--- src/rtl/ram_dumper.sv ---
// Streams a range of bytes from a synchronous RAM out through a valid/ready port.
// Define RAM_DUMPER_CHECKSUM_EN to append a two's-complement checksum byte to each dump.
module ram_dumper #(
    parameter int ADDR_BITS = 10
) (
    input  logic                 clk,
    input  logic                 rst,
    input  logic                 start,
    input  logic [ADDR_BITS-1:0] base_addr,
    input  logic [ADDR_BITS:0]   length,
    output logic                 mem_re,
    output logic [ADDR_BITS-1:0] mem_addr,
    input  logic [7:0]           mem_rdata,
    output logic [7:0]           out_data,
    output logic                 out_valid,
    input  logic                 out_ready,
    output logic                 busy,
    output logic                 done
);

    // state | meaning
    // IDLE  | waiting for start
    // FETCH | mem_re high for the current address
    // WAIT  | RAM data arrives, captured into out_data
    // SEND  | out_valid high until out_ready
    // CSUM  | checksum byte presented (checksum builds only)
    // DONE  | last byte accepted; done pulses on the following cycle
`ifdef RAM_DUMPER_CHECKSUM_EN
    typedef enum logic [2:0] {
        S_IDLE  = 3'd0,
        S_FETCH = 3'd1,
        S_WAIT  = 3'd2,
        S_SEND  = 3'd3,
        S_DONE  = 3'd4,
        S_CSUM  = 3'd5
    } state_t;
    localparam state_t S_TAIL = S_CSUM;
`else
    typedef enum logic [2:0] {
        S_IDLE  = 3'd0,
        S_FETCH = 3'd1,
        S_WAIT  = 3'd2,
        S_SEND  = 3'd3,
        S_DONE  = 3'd4
    } state_t;
    localparam state_t S_TAIL = S_DONE;
`endif

    localparam logic [ADDR_BITS:0]   REM_ONE  = {{ADDR_BITS{1'b0}}, 1'b1};
    localparam logic [ADDR_BITS-1:0] ADDR_ONE = {{(ADDR_BITS-1){1'b0}}, 1'b1};

    state_t               state;
    state_t               state_next;
    logic [ADDR_BITS-1:0] addr;
    logic [ADDR_BITS:0]   remaining;
    logic                 last_byte;

`ifdef RAM_DUMPER_CHECKSUM_EN
    logic [7:0] csum;
    logic [7:0] csum_next;
    logic [7:0] csum_byte;
    assign csum_next = csum + out_data;
    assign csum_byte = (~csum_next) + 8'd1;
`endif

    assign last_byte = (remaining == REM_ONE);
    assign mem_addr  = addr;

    always_comb begin
        state_next = state;
        mem_re     = 1'b0;
        out_valid  = 1'b0;
        busy       = 1'b1;
        case (state)
            S_IDLE: begin
                busy = 1'b0;
                if (start) state_next = (length != '0) ? S_FETCH : S_TAIL;
            end
            S_FETCH: begin
                mem_re     = 1'b1;
                state_next = S_WAIT;
            end
            S_WAIT: state_next = S_SEND;
            S_SEND: begin
                out_valid = 1'b1;
                if (out_ready) state_next = last_byte ? S_TAIL : S_FETCH;
            end
`ifdef RAM_DUMPER_CHECKSUM_EN
            S_CSUM: begin
                out_valid = 1'b1;
                if (out_ready) state_next = S_DONE;
            end
`endif
            S_DONE: begin
                busy       = 1'b0;
                state_next = S_IDLE;
            end
            default: state_next = S_IDLE;
        endcase
    end

    always_ff @(posedge clk) begin
        if (rst) begin
            state     <= S_IDLE;
            addr      <= '0;
            remaining <= '0;
            out_data  <= 8'd0;
            done      <= 1'b0;
`ifdef RAM_DUMPER_CHECKSUM_EN
            csum      <= 8'd0;
`endif
        end else begin
            state <= state_next;
            done  <= (state == S_DONE);
            case (state)
                S_IDLE: begin
                    if (start) begin
                        addr      <= base_addr;
                        remaining <= length;
                        // A zero-length dump presents the checksum of nothing, i.e. 0x00.
                        out_data  <= 8'd0;
`ifdef RAM_DUMPER_CHECKSUM_EN
                        csum      <= 8'd0;
`endif
                    end
                end
                S_WAIT: out_data <= mem_rdata;
                S_SEND: begin
                    if (out_ready) begin
                        addr      <= addr + ADDR_ONE;
                        remaining <= remaining - REM_ONE;
`ifdef RAM_DUMPER_CHECKSUM_EN
                        csum      <= csum_next;
                        if (last_byte) out_data <= csum_byte;
`endif
                    end
                end
                default: ;
            endcase
        end
    end

endmodule
--- config.mk ---
export PLATFORM = sky130hd
export DESIGN_NAME = ram_dumper
export DESIGN_NICKNAME = d
export VERILOG_FILES = /design/src/rtl/ram_dumper.sv
export SDC_FILE = /design/constraint.sdc
export NUM_CORES = 1
export LEC_CHECK = 0
export ABC_AREA = 0
export ABC_CLOCK_PERIOD_IN_PS = 4400
export BUFFER_PORTS_ARGS = -buffer_cell sky130_fd_sc_hd__buf_2
export CORE_MARGIN = 5
export CORE_UTILIZATION = 55
export DETAILED_ROUTE_END_ITERATION = 7
export PLACE_DENSITY = 0.85
export RECOVER_POWER = 25
export SLEW_MARGIN = 20
export SYNTH_ARGS = -nofsm -noshare
export SYNTH_HDL_FRONTEND = slang
export SYNTH_SLANG_ARGS = --single-unit
--- constraint.sdc ---
create_clock -name clk -period 4.4 [get_ports clk]
set_input_delay 0.44 -clock clk [delete_from_list [all_inputs] [get_ports clk]]
set_output_delay 0.44 -clock clk [all_outputs]
set_load 0.01 [all_outputs]
==> flow_metrics.tcl <==
set metrics [dict create \
    status "finished, final reports clean" \
    cts-root-buf "clkbuf_4" \
    fp.dieW_um 67.04 \
    relSlewSlack_pct 55.41 \
    synthDistinctLibCells 50 \
    synth_area_leaders "dfxtp_1 (37%), a21oi_1 (4.8%), o21ai_0 (4.8%)" \
    synth_seq_cells 33 \
    r2r_start "state[1]" \
    h-tree-depth 2 \
    endpoint_kind "primary output" \
    insertedDiodeCount 0 \
    r2r_end "remaining[3]" \
    irDropWorstVdd_uv 215.9 \
    avgViaCountPerCell 6.022 \
    pwr-share-seq_pct 48.4 \
    criticalPathCategory "flip-flop to primary output" \
    antenna_found_initial 0 \
    p_total_uw 782.8 \
    drc 0 \
    grt_remaining_overflow 0 \
    power_frac_clock_pct 20.6 \
    core_area_um2 3078 \
    synthTopCellsByCount "dfxtp_1 (33), nor2_1 (20), a21oi_1 (17), o21ai_0 (17), nand2_1 (15)" \
    cp.required_ns 3.96 \
    cp_slowest_cell "clkinv_1" \
    syn2layout_area_growth_pct 17.55 \
    holdBufCountCts 0 \
    cts_buffers 5 \
    pin_count 55 \
    die_h_um 67.04 \
    max_freq_ghz 0.4285 \
    place.gp.congestion 0.8439 \
    hp-start "mem_rdata[6]" \
    die_area_um2 4494 \
    ys_seq_area_share_pct 36.92 \
    multi_input_area_um2 1046 \
    cp-start-kind "flip-flop" \
    grt_pass1_vias 1753 \
    rows 20 \
    power.density_nw_per_um2 372.2 \
    grt_pass1_wl_mm 7.493 \
    cts_sinks 33 \
    skew_ns 0.01070 \
    vias 1909 \
    clock_latency_ns 0.33 \
    utilization_pct 68.33 \
    cts-resized-gates 0 \
    wire_per_inst_um 14.48 \
    setup_viol 0 \
    arrival_ns 1.89 \
    finalMaxSlewViolations 0 \
    cts_tree "done" \
    ant_nets 0 \
    cts_setup_buffers 0 \
    drtPass1Iterations 4 \
    async_reset_ff_share_pct 0 \
    final_hold_viol_count 0 \
    max-clock-path-buffers 2 \
    hold_depth 3 \
    comb_power_share_pct 30.9 \
    grt_max_degree 34 \
    period_minus_slack_ns 2.334 \
    start_util_pct 58.13 \
    cap_violations 0 \
    power.internal_uw 496.4 \
    ff2ff_path_depth 4 \
    leakage_nw 0.7946 \
    fin_crit_sh_pct 53.04 \
    setup_tns_ns 0 \
    avgSynthCellArea_um2 7.988 \
    track_usage_pct 21.17 \
    drtIter0Drc 145 \
    hold_class "input port to flip-flop" \
    ys.flop_type "dfxtp_1" \
    yosysTopAreaCellShare_pct 36.92 \
    switchingPower_uw 286.4 \
    syn_inst 224 \
    worst_pin_slew_ns 0.6674 \
    hold_path_end "out_data[6]" \
    rsz0062_at_grt "false" \
    worstPathCellList "nand3b_1 > clkinv_1 > buf_2" \
    syn-cell-area_um2 1789 \
    synth_top_area_cell "dfxtp_1" \
    syn-num-nets 260 \
    startpoint "state[2]" \
    critPathMaxFanout 26 \
    synth_most_common_cell "dfxtp_1" \
    fin_nets 308 \
    wl_mm 4.591 \
    synth-edff-count 0 \
    seqCellArea_um2 660.6 \
    clk_pin_slew_ns 0.09 \
    drive_gt1_share_pct 21.61 \
    ys_warn_count 0 \
    p_sw_share_pct 36.59 \
    slowest_delay_ns 0.53 \
    port_buffers 54 \
    fill_cells 294 \
    dp.final_hpwl_mm 3.219 \
    rrSetupSlack_ns 2.26 \
]
[metrics by stage]
stage / instances / instance area, um^2 / worst slack (ns) / hold WS, ns
2_1_floorplan: 224 / 1789 / 2.586 / 0.4580
3_3_place_gp: 309 / 2058 / 1.929 / 0.4769
3_5_place_dp: 309 / 2058 / 1.844 / 0.4836
4_1_cts: 317 / 2110 / 1.984 / 0.3391
5_1_grt: 317 / 2103 / 1.967 / 0.3501
6_report: 317 / 2103 / 2.066 / 0.3449
[cells in the final DEF (no fill, tap or decap), drive strengths merged, types with 3 or more instances in the layout]
| cell type | instances |
|---|---|
| ha | 3 |
| o22ai | 4 |
| or3 | 3 |
| nand3b | 3 |
| nand3 | 8 |
| inv | 6 |
| and2 | 7 |
| nand2b | 4 |
| dfxtp | 33 |
| a31oi | 3 |
| nor3b | 5 |
| a211oi | 8 |
| clkinv | 3 |
| nor3 | 3 |
| a21oi | 18 |
| o32ai | 3 |
| or4 | 3 |
| o21ai | 18 |
| clkbuf | 17 |
| nor2 | 20 |
| nand2 | 15 |
| a22oi | 8 |
| nor4 | 7 |
| buf | 44 |
| o31ai | 3 |
[power by group through the flow]
stage / sequential [mW] / clock (mW) / combinational (mW)
6_report: 0.379 / 0.162 / 0.242
5_1_grt: 0.385 / 0.180 / 0.268
4_1_cts: 0.378 / 0.166 / 0.240
3_5_place_dp: 0.384 / 0 / 0.240
3_3_place_gp: 0.384 / 0 / 0.235
2_1_floorplan: 0.379 / 0 / 0.173
[cell type report]
type / instances / area share [%]
inverters: 7 / 1.249
clock inverters: 2 / 0.4759
clock buffers: 6 / 1.963
multi-input cells: 170 / 49.73
well taps: 44 / 2.617
repair buffers: 55 / 12.55
flip-flops and latches: 33 / 31.41
[critical path: cells and delay by family (launching register included)]
family / cells / cell delay (ns)
AND/OR/NAND/NOR: 1 / 0.18
flip-flops: 1 / 0.49
buffers and inverters: 2 / 0.89
[registers in the layout, indices dropped and copies added, names as in the netlist]
register	flops
remaining	11
mem_addr	10
out_data	8
state	3
done	1
[kinds of logic (layout without fill, tap and decap cells)]
group / Yosys count / in the layout / synth area share [%]
AO/OA/AOI/OAI: 80 / 80 / 29.44
adder cells (fa/ha/maj): 3 / 3 / 2.098
buffers and inverters: 21 / 70 / 5.035
flip-flops: 33 / 33 / 36.92
AND/OR/NAND/NOR: 87 / 87 / 26.50
[worst max path at each step]
stage | to | slack, ns | depth (start not counted)
2_1_floorplan | remaining[9] | 2.59 | 5
3_5_place_dp | remaining[3] | 1.84 | 5
6_report | out_valid | 2.07 | 3
3_3_place_gp | remaining[3] | 1.93 | 5
4_1_cts | remaining[3] | 1.98 | 4
5_1_grt | out_valid | 1.97 | 3
[per-layer routing]
metal | GRT usage [%] | routed length, um | vias up | share of wire (%)
met1 | 25.39 | 2020 | 878 | 44
met2 | 37.42 | 2158 | 76 | 47
met5 | 0 | 0 | - | 0
met3 | 4.722 | 369 | 5 | 8.0
li1 | - | - | 950 | -
met4 | 5.823 | 43 | 0 | 0.94
(Power assumes the default switching activity.)
